$ cat src/rtl/pong_round_sequencer.sv
// Purpose: frame-paced round controller for the paddle game. It steps each round
//   through IDLE, SERVE, PLAY, POINT and OVER, keeps both scores and drives the
//   winner code, ball gating (ball_run) and ball recentring (ball_load).
// Ports: clk (25 MHz pixel clock), reset (sync, active-low), frame_tick (screenEnd
//   level), start, goal_left, goal_right -> ball_run, ball_load (1-cycle pulse),
//   serve_dir, score_p1, score_p2, winner, state.
// Optional macro PONG_AUTO_RESTART_EN: OVER returns to IDLE after OVER_FRAMES ticks.
// Latency: every output is registered and changes one cycle after its cause.
module pong_round_sequencer #(
  parameter int WIN_SCORE    = 5,
  parameter int SERVE_FRAMES = 60,
  parameter int POINT_FRAMES = 90,
  parameter int OVER_FRAMES  = 180
) (
  input  logic       clk,
  input  logic       reset,
  input  logic       frame_tick,
  input  logic       start,
  input  logic       goal_left,
  input  logic       goal_right,
  output logic       ball_run,
  output logic       ball_load,
  output logic       serve_dir,
  output logic [3:0] score_p1,
  output logic [3:0] score_p2,
  output logic [2:0] winner,
  output logic [2:0] state
);

  localparam logic [2:0] IDLE  = 3'd0;
  localparam logic [2:0] SERVE = 3'd1;
  localparam logic [2:0] PLAY  = 3'd2;
  localparam logic [2:0] POINT = 3'd3;
  localparam logic [2:0] OVER  = 3'd4;

  localparam logic [3:0] winScore   = 4'(WIN_SCORE);
  localparam logic [7:0] serveCount = 8'(SERVE_FRAMES);
  localparam logic [7:0] pointCount = 8'(POINT_FRAMES);
  localparam logic [7:0] overCount  = 8'(OVER_FRAMES);

  logic       frameTickQ;
  logic       tick;
  logic       cntDone;
  logic       goalLeftOnly;
  logic       goalRightOnly;
  logic [7:0] cnt;
  logic [7:0] cntNext;
  logic [2:0] stateNext;
  logic [3:0] scoreP1Next;
  logic [3:0] scoreP2Next;
  logic [2:0] winnerNext;
  logic       serveDirNext;
  logic       ballRunNext;
  logic       ballLoadNext;

  // screenEnd is a level that lasts many pixel clocks; only its rising edge counts.
  assign tick          = frame_tick & ~frameTickQ;
  assign cntDone       = tick && (cnt == 8'd1);
  // Both goals at once is treated as a glitch and scores nothing.
  assign goalLeftOnly  = goal_left & ~goal_right;
  assign goalRightOnly = goal_right & ~goal_left;

  // State and registered outputs.
  always_ff @(posedge clk) begin
    if (!reset) begin
      state      <= IDLE;
      frameTickQ <= 1'b0;
      cnt        <= 8'd0;
      score_p1   <= 4'd0;
      score_p2   <= 4'd0;
      winner     <= 3'd0;
      serve_dir  <= 1'b0;
      ball_run   <= 1'b0;
      ball_load  <= 1'b0;
    end else begin
      state      <= stateNext;
      frameTickQ <= frame_tick;
      cnt        <= cntNext;
      score_p1   <= scoreP1Next;
      score_p2   <= scoreP2Next;
      winner     <= winnerNext;
      serve_dir  <= serveDirNext;
      ball_run   <= ballRunNext;
      ball_load  <= ballLoadNext;
    end
  end

  // Next-state logic.
  always_comb begin
    stateNext = state;
    case (state)
      IDLE:  if (start) stateNext = SERVE;
      SERVE: if (cntDone) stateNext = PLAY;
      PLAY:  if (goalLeftOnly || goalRightOnly) stateNext = POINT;
      POINT: begin
        if (cntDone) begin
          if ((score_p1 == winScore) || (score_p2 == winScore)) stateNext = OVER;
          else                                                  stateNext = SERVE;
        end
      end
      OVER: begin
        if (start) stateNext = SERVE;
`ifdef PONG_AUTO_RESTART_EN
        else if (cntDone) stateNext = IDLE;
`endif
      end
      default: stateNext = IDLE;
    endcase
  end

  // Next values of the registered outputs and the frame counter.
  always_comb begin
    ballRunNext  = (stateNext == PLAY);
    ballLoadNext = (stateNext == SERVE) && (state != SERVE);
    scoreP1Next  = score_p1;
    scoreP2Next  = score_p2;
    winnerNext   = winner;
    serveDirNext = serve_dir;

    // The counter reloads on every state change, so a tick in the cycle that
    // takes the transition is swallowed by the load. OVER always gets its
    // reload; it is only consumed when auto-restart is built in.
    if (stateNext != state) begin
      case (stateNext)
        SERVE:   cntNext = serveCount;
        POINT:   cntNext = pointCount;
        OVER:    cntNext = overCount;
        default: cntNext = 8'd0;
      endcase
    end else if (tick && (cnt != 8'd0)) begin
      cntNext = cnt - 8'd1;
    end else begin
      cntNext = cnt;
    end

    // A new game starts from IDLE or OVER.
    if (((state == IDLE) || (state == OVER)) && (stateNext == SERVE)) begin
      scoreP1Next  = 4'd0;
      scoreP2Next  = 4'd0;
      winnerNext   = 3'd0;
      serveDirNext = 1'b0;
    end

`ifdef PONG_AUTO_RESTART_EN
    if ((state == OVER) && (stateNext == IDLE)) begin
      scoreP1Next = 4'd0;
      scoreP2Next = 4'd0;
      winnerNext  = 3'd0;
    end
`endif

    // Scoring: the loser of the point receives the next serve.
    if (state == PLAY) begin
      if (goalLeftOnly) begin
        if (score_p2 < winScore) scoreP2Next = score_p2 + 4'd1;
        serveDirNext = 1'b1;
      end else if (goalRightOnly) begin
        if (score_p1 < winScore) scoreP1Next = score_p1 + 4'd1;
        serveDirNext = 1'b0;
      end
    end

    if ((state == POINT) && (stateNext == OVER)) begin
      winnerNext = (score_p1 == winScore) ? 3'd1 : 3'd2;
    end
  end

endmodule

$ cat config.mk
export PLATFORM = sky130hd
export DESIGN_NAME = pong_round_sequencer
export DESIGN_NICKNAME = d
export VERILOG_FILES = /design/src/rtl/pong_round_sequencer.sv
export SDC_FILE = /design/constraint.sdc
export NUM_CORES = 1
export LEC_CHECK = 0
export BUFFER_PORTS_ARGS = -buffer_cell sky130_fd_sc_hd__buf_2
export CAP_MARGIN = 40
export CORE_UTILIZATION = 60
export CTS_BUF_LIST = sky130_fd_sc_hd__clkbuf_8
export DETAILED_ROUTE_END_ITERATION = 7
export GPL_TIMING_DRIVEN = 0
export PLACE_DENSITY = 0.85
export SLEW_MARGIN = 40
export SYNTH_ARGS = -nofsm -noshare
export SYNTH_HDL_FRONTEND = slang
export SYNTH_SLANG_ARGS = --single-unit
$ cat constraint.sdc
create_clock -name clk -period 3.3 [get_ports clk]
set_input_delay 0.165 -clock clk [delete_from_list [all_inputs] [get_ports clk]]
set_output_delay 0.165 -clock clk [all_outputs]
set_load 0.05 [all_outputs]
# Word level (Yosys, flattened, before mapping)

Cells that the tools add are included.

Output and inout bits: 17
Flip-flop bits (word level): 26
Word-level logic and storage cells: 71
Input port bits: 6

Magnitude comparators: 2
Reduce and logical (&&, ||, !) cells: 13
Muxes and demuxes: 25
Bitwise operators: 6
$add $sub $neg: 3
Equal/unequal tests: 13

Operator list:

| operator              | number |
|---|---|
| $mux W4               | 9 |
| $pmux W8 S3           | 1 |
| $mux W3               | 7 |
| $mux W8               | 2 |
| $eq A3 B2 Y1 const B  | 4 |
| $pmux W3 S4           | 1 |
| $add A4 B1 Y4 const B | 2 |
| $eq A4 B3 Y1 const B  | 2 |
| $eq A8 B1 Y1 const B  | 1 |
| $lt A4 B3 Y1 const B  | 2 |
| $reduce_bool A8 Y1    | 1 |
| $sub A8 B1 Y8 const B | 1 |
| $eq A3 B1 Y1 const B  | 2 |
| $eq A3 B3 Y1 const B  | 2 |
| $logic_and A1 B1 Y1   | 5 |
| $mux W1               | 4 |
| $reduce_bool A2 Y1    | 2 |
| $and A1 B1 Y1         | 3 |
| $logic_not A3 Y1      | 1 |
| $logic_or A1 B1 Y1    | 3 |
| $ne A3 B1 Y1 const B  | 1 |
| $ne A3 B3 Y1          | 1 |
| $not A1 Y1            | 3 |
| $mux W2               | 1 |
| $reduce_or A2 Y1      | 1 |

# Depth between registers and ports, before layout

Gate-level depths: netlist of run 1.

Word-level depth: 12
Mapped depth: 8

# Least setup slack after synthesis of run 1

Ideal clock, no wire load.

Kind: register to register
From: reg state[1]
To: reg cnt[6]
Setup slack: 1224 ps
Library setup time: 122 ps
Required time: 3178 ps
Cell stages (with the launch flop): 7
Arrival: 1955 ps
Cells stage by stage: dfxtp_1 buf_2 nor3b_1 nor2_1 or3b_1 clkbuf_1 o311a_1

Word-level cells in the longest chain between the ends: 6
Elaborated cells between the ends (all ways): 18
Classes of those cells: eq/ne: 8; mux: 7; reduce/logical: 3

RTL lines:

| item                                             | line | RTL |
|---|---|---|
| start, declared                                  | 27   | `output logic [2:0] state` |
| start signal, assigned                           | 76   | `state <= stateNext;` |
| $eq A3 B3 Y1 or $logic_not A3 Y1 (tied branches) | 91   | `case (state)` |
| $reduce_or A2 Y1 (no source line)                | n/a  |  |
| $pmux W3 S4                                      | 91   |  |
| $eq A3 B3 Y1 (tied with other cells)             | 124  | `case (stateNext)` |
| $pmux W8 S3                                      | 124  |  |
| $mux W8                                          | 123  | `if (stateNext != state) begin` |
| end signal, assigned                             | 78   | `cnt <= cntNext;` |
| end, declared                                    | 46   | `logic [7:0] cnt;` |

Parallel ways exist; a longest one is shown, timed or not.
A chain may end at the register's enable or synchronous reset.

# Final worst setup path of run 1

From: reg state[1]
To: reg cnt[7]

The elaborated chain is that of the path after synthesis.

==> results.sh, run 1 <==
export IMPL_drt_pass1_iterations=5
export IMPL_multi_input_area_um2=924.6
export IMPL_synth_edf_count=0
export IMPL_wl_um=3121
export IMPL_antenna_left=0
export IMPL_synth_fp_nets=185
export IMPL_gp_congestion=0.9009
export IMPL_cts_tree="done"
export IMPL_fmax_ghz=0.4702
export IMPL_min_path_type="input port to flop"
export IMPL_track_usage_pct=27.50
export IMPL_relSlewSlack_pct=51.72
export IMPL_layout_drive_gt1_share_pct=20.21
export IMPL_antenna_found_initial=0
export IMPL_start_util_pct=65.70
export IMPL_num_nets_final=211
export IMPL_final_cells=221
export IMPL_clock_latency_ns=0.28
export IMPL_ys_warn_count=0
export IMPL_synth_xor_xnor_area_share_pct=1.757
export IMPL_fin_crit_ns=2.127
export IMPL_skew_ns=0.004480
export IMPL_holdWs_ns=0.1237
export IMPL_synthArstFlopShare_pct=0
export IMPL_grt_max_degree=15
export IMPL_p_leak_nw=0.7092
export IMPL_synthFlopType="dfxtp_1"
export IMPL_routedWlPerCell_um=14.12
export IMPL_synth_compound_area_share_pct=19.25
export IMPL_ioPinCount=23
export IMPL_synth_cell_types=50
export IMPL_max_vdd_ir_drop_mv=0.3581
export IMPL_design_core_area_mm2=0.002276
export IMPL_ff_latch_area_um2=500.5
export IMPL_status="complete, no violations"
export IMPL_final_cell_mix="25 x dfxtp_1, 23 x buf_2, 16 x nand2_1"
export IMPL_synthCells=168
export IMPL_worstMarginPinSlew_ns=0.7142
export IMPL_synthToLayoutAreaGrowth_pct=12.47
export IMPL_max_clock_path_buffers=2
export IMPL_synth_simple_gate_area_share_pct=27.70
export IMPL_cts_clk_slew_worst_paths_ns=0.09
export IMPL_setup_viol=0
export IMPL_crit_type="flop to flop"
export IMPL_slew_violations=0
export IMPL_cp_arrival_ns=2.30
export IMPL_viasPerCell=6.027
export IMPL_hold_viol=0
export IMPL_fin_crit_sh_pct=64.45
export IMPL_cts_sinks=25
export IMPL_maxCapViolations=0
export IMPL_cts_resized=0
export IMPL_cts_buffers=3
export IMPL_avgSynthCellArea_um2=8.900
export IMPL_io_buffers=21
export IMPL_grt_pass1_vias=1168
export IMPL_fillers=173
export IMPL_via_count=1332
export IMPL_synth_top_family_by_area="simple AND/OR/NAND/NOR gates"
export IMPL_synth_seq_cells=25
export IMPL_drc=0
export IMPL_endpoint_kind="flop"
export IMPL_die_height_um=51.92
export IMPL_yosysSeqAreaShare_pct=33.47
export IMPL_grt_pass1_wl_um=5388
export IMPL_worst_setup_path_start_kind="flop"
export IMPL_num_rows=17
export IMPL_grt_overflow=0
export IMPL_syn_area_mm2=0.001495
export IMPL_diodes=0
export IMPL_hpwl_um=2359
export IMPL_die_width_um=51.92
export IMPL_rsz0062_at_grt="no"
export IMPL_tns_ns=0
export IMPL_cts_hold_buffers=0
export IMPL_htreeDepth=1
export IMPL_power_density_mw_per_mm2=403.9
export IMPL_cts_setup_buffers=0
export IMPL_final_common_cell="dfxtp_1"
export IMPL_synth_fa_ha_area_share_pct=9.205
export IMPL_synthMuxAreaShare_pct=3.682
export IMPL_cp_max_fo=10
export IMPL_drtIter0Drc=46
export IMPL_critPathRequiredTime_ns=3.47
export IMPL_dp_cells=217
export IMPL_cts_root_buffer="clkbuf_8"
export IMPL_die_area_mm2=0.002696
-- power by group --
| part | switching (W) | leakage (nW) | total (W) | internal, W |
|---|---|---|---|---|
| registers | 0.0000198 | 0.204 | 0.000337 | 0.000317 |
| clock network | 0.000102 | 0.0255 | 0.000187 | 0.0000848 |
| logic | 0.0000903 | 0.480 | 0.000155 | 0.0000649 |
-- metal layers --
metal	wire [µm]	track usage (%)	vias up
li1	-	-	651
met1	1472	37.30	631
met2	1445	42.74	40
met3	149	4.678	10
met4	53	11.26	0
met5	0	0	-
-- critical path, stage by stage, from the launching register on --
cell and delay (ns):
dfxtp_1 0.36, buf_2 0.20, nor4b_1 0.58, nor2_1 0.18
or3b_1 0.21, clkbuf_1 0.24, o21bai_1 0.12, o311a_1 0.12
-- final cells by class --
class,instances,area share (%)
Clock buffer,3,2.455
Sequential cell,25,29.76
Timing Repair Buffer,21,6.250
Clock inverter,1,0.2976
Tap cell,28,2.083
Inverter,11,2.455
Buffer,6,1.711
Multi-Input combinational cell,126,54.99
-- synth_stat cells, drive strengths merged, types with 2 or more instances --
library cell / count / area share (%)
and3b: 2 / 1.2
nor2b: 3 / 1.3
nor4b: 3 / 1.8
nand3: 4 / 1.3
a211oi: 5 / 3.2
nor2: 13 / 3.3
buf: 3 / 1.2
o311a: 2 / 1.3
or3: 2 / 1.2
nand3b: 4 / 2.0
ha: 11 / 9.2
nor3b: 2 / 1.3
nand4: 3 / 1.3
nand4bb: 2 / 1.5
xor2: 2 / 1.2
dfxtp: 25 / 33
nand2: 16 / 4.0
mux2i: 4 / 2.9
a2111oi: 2 / 3.7
inv: 11 / 2.8
clkbuf: 3 / 0.75
o21bai: 2 / 1.0
o21ai: 2 / 0.67
a21oi: 13 / 4.4
and2: 2 / 0.84
nor3: 8 / 3.0
nand2b: 2 / 0.84
-- flip-flops by register name, indices dropped and copies added, names as in the netlist --
register and count:
ball_load 1, winner 2, state 3, frameTickQ 1, ball_run 1, cnt 8
score_p2 4, score_p1 4, serve_dir 1
-- per-stage QoR --
step                utilization (%)  cell area (µm²)  setup WS, ns  total power, W
floorplan                         -             1495         1.224       0.0004636
global placement              71.85             1635         1.143       0.0004912
detailed placement            71.85             1635         1.132       0.0004961
CTS                           73.89             1682         1.198       0.0006794
global route                  73.89             1682         1.019       0.0007154
finish                        73.89             1682         1.173       0.0006792
-- kinds of logic after synthesis --
group / Yosys count
xor gates and xnor gates: 3
adders and majority gates: 11
other: 1
muxes: 5
and+or+nand+nor: 71
buffers and inverters: 17
AOI/OAI and AO/OA: 35
DFF: 25
-- path summary, 6_finish.rpt --
check	slack, ns	depth (start not counted)	endpoint	startpoint
worst max-delay path	1.17	7	cnt[7]	state[1]
worst max register to register	1.17	7	cnt[7]	state[1]
worst min-delay path	0.12	2	frameTickQ	frame_tick
worst min register to register	0.49	2	serve_dir	serve_dir
No activity file was read; power rests on OpenSTA's default activity.
==> run 2, diff against run 1 <==
--- a/config.mk
+++ b/config.mk
@@ -7,11 +7,11 @@
 export LEC_CHECK = 0
 export BUFFER_PORTS_ARGS = -buffer_cell sky130_fd_sc_hd__buf_2
 export CAP_MARGIN = 40
-export CORE_UTILIZATION = 60
+export CORE_UTILIZATION = 53
 export CTS_BUF_LIST = sky130_fd_sc_hd__clkbuf_8
 export DETAILED_ROUTE_END_ITERATION = 7
 export GPL_TIMING_DRIVEN = 0
-export PLACE_DENSITY = 0.85
+export PLACE_DENSITY = 0.79
 export SLEW_MARGIN = 40
 export SYNTH_ARGS = -nofsm -noshare
 export SYNTH_HDL_FRONTEND = slang
==> constraint.sdc (replaced) <==
create_clock -name clk -period 1.76 [get_ports clk]
set_input_delay 0.088 -clock clk [delete_from_list [all_inputs] [get_ports clk]]
set_output_delay 0.088 -clock clk [all_outputs]
set_load 0.05 [all_outputs]
==> run 2 against run 1 <==
Effect of this change: sequential power increased by 91%; the flow now finishes with violations (negative setup slack); worst hold slack got worse by 0.071 ns; register-to-register slack lost 1.3 ns; clock skew is 0.0018 ns lower; design area is 15% higher; utilization increased by 1.4 points; critical endpoint is now cnt[6]; critical path type unchanged; largest power group unchanged.
==> results.sh, run 2 (synthesis results as in run 1) <==
export IMPL_hold_viol=0
export IMPL_worst_setup_path_start_kind="flop"
export IMPL_design_core_area_mm2=0.002567
export IMPL_num_rows=18
export IMPL_ff_latch_area_um2=520.5
export IMPL_max_clock_path_buffers=2
export IMPL_cts_sinks=25
export IMPL_cts_root_buffer="clkbuf_8"
export IMPL_clock_latency_ns=0.27
export IMPL_critPathRequiredTime_ns=1.98
export IMPL_cts_tree="done"
export IMPL_min_path_type="input port to flop"
export IMPL_track_usage_pct=27.25
export IMPL_wl_um=3762
export IMPL_r2r_cells=7
export IMPL_stdcell_area_mm2=0.001932
export IMPL_holdWs_ns=0.05267
export IMPL_cts_clk_slew_worst_paths_ns=0.09
export IMPL_fin_crit_sh_pct=104.8
export IMPL_start_util_pct=58.24
export IMPL_cp_arrival_ns=2.06
export IMPL_p_leak_nw=0.8004
export IMPL_fillers=186
export IMPL_skew_ns=0.002695
export IMPL_synthToLayoutAreaGrowth_pct=29.20
export IMPL_cp_slowest_cell="or3b_4"
export IMPL_status="finished, violations left"
export IMPL_fin_util_pct=75.24
export IMPL_place_area_mm2=0.001669
export IMPL_diodes=0
export IMPL_rsz0062_at_grt="yes"
export IMPL_cts_buffers=3
export IMPL_largestRegisters="cnt (8), score_p1 (4), score_p2 (4)"
export IMPL_final_cell_mix="21 x buf_2, 16 x nand2_1, 13 x dfxtp_1"
export IMPL_num_nets_final=221
export IMPL_drtIter0Drc=46
export IMPL_layout_drive_gt1_share_pct=37.93
export IMPL_drt_pass1_iterations=4
export IMPL_htreeDepth=1
export IMPL_fin_ws_ns=-0.08422
export IMPL_drc=0
export IMPL_die_width_um=55.12
export IMPL_dp_cells=219
export IMPL_relSlewSlack_pct=54.40
export IMPL_critPathMaxStageDelay_ns=0.44
export IMPL_cp_max_fo=6
export IMPL_ioPinCount=23
export IMPL_routedWlPerCell_um=16.15
export IMPL_grt_pass1_wl_um=5720
export IMPL_maxCapViolations=0
export IMPL_antenna_left=0
export IMPL_gp_congestion=0.8570
export IMPL_grt_pass1_vias=1254
export IMPL_crit_type="flop to flop"
export IMPL_violations="negative setup slack"
export IMPL_worstMarginPinSlew_ns=0.6746
export IMPL_final_common_cell="buf_2"
export IMPL_multi_input_area_mm2=0.001062
export IMPL_final_cells=233
export IMPL_dpl_worst_slack_ns=-0.3195
export IMPL_grt_overflow=0
export IMPL_max_vdd_ir_drop_mv=0.7160
export IMPL_die_height_um=55.12
export IMPL_slew_violations=0
export IMPL_die_area_mm2=0.003038
export IMPL_top_register="cnt"
export IMPL_endpoint_kind="flop"
export IMPL_power_density_mw_per_mm2=711.2
export IMPL_largest_register_ffs=8
export IMPL_path_cells="inv_2, ha_4, and3b_2, and4_4, or3b_4, o21bai_1, o311a_1"
export IMPL_viasPerCell=6.120
export IMPL_via_count=1426
export IMPL_hpwl_um=2475
export IMPL_setup_viol=5
export IMPL_io_buffers=21
export IMPL_hold_depth=2
export IMPL_grt_max_degree=14
export IMPL_fmax_ghz=0.5422
export IMPL_fin_crit_ns=1.844
export IMPL_antenna_found_initial=0
## run 2: repair_timing
item,in CTS,in global routing
hold buffers,0,0
buffers inserted,6,5
resized for setup,19,8
pin swaps,8,4
endpoints found under the setup margin,13,10
## run 2: layout make-up
class | count | share of cell area [%]
Clock buffer | 3 | 2.137
Timing Repair Buffer | 32 | 9.909
Sequential cell | 25 | 26.94
Buffer | 5 | 1.749
Inverter | 11 | 2.137
Clock inverter | 1 | 0.1943
Multi-Input combinational cell | 126 | 54.99
Tap cell | 30 | 1.943
## run 2: path summary, 6_finish.rpt
path              start  slack (ns)    endpoint
min reg2reg   serve_dir        0.48   serve_dir
max              cnt[1]       -0.08      cnt[6]
min          frame_tick        0.05  frameTickQ
max reg2reg      cnt[1]       -0.08      cnt[6]
## run 2: critical path: cells and delay by family (launching register included)
kind / cells / cell delay [ns]
DFF: 1 / 0.35
buffers and inverters: 1 / 0.06
adders and majority gates: 1 / 0.15
AOI/OAI and AO/OA: 2 / 0.40
and+or+nand+nor: 3 / 0.83
## run 2: metal layers
metal | vias to the layer above | track usage (%) | wire [µm]
li1 | 671 | - | -
met1 | 689 | 33.22 | 1603
met2 | 55 | 46.59 | 1856
met3 | 11 | 4.098 | 203
met4 | 0 | 12.92 | 98
met5 | - | 0 | 0
## run 2: through the flow
| step | power (W) | setup TNS [ns] |
|---|---|---|
| after CTS | 0.001329 | -0.04735 |
| after floorplan | 0.0008712 | -0.05513 |
| after detailed placement | 0.0009369 | -2.481 |
| final | 0.001374 | -0.2256 |
| after global placement | 0.0009228 | -1.921 |
| after global routing | 0.001439 | -0.6132 |
## run 2: where the power goes
group	leakage, nW	switching (W)	internal (W)	total [W]
Clock	0.0269	0.000181	0.000156	0.000337
Sequential	0.210	0.0000518	0.000594	0.000645
Combinational	0.564	0.000211	0.000181	0.000392
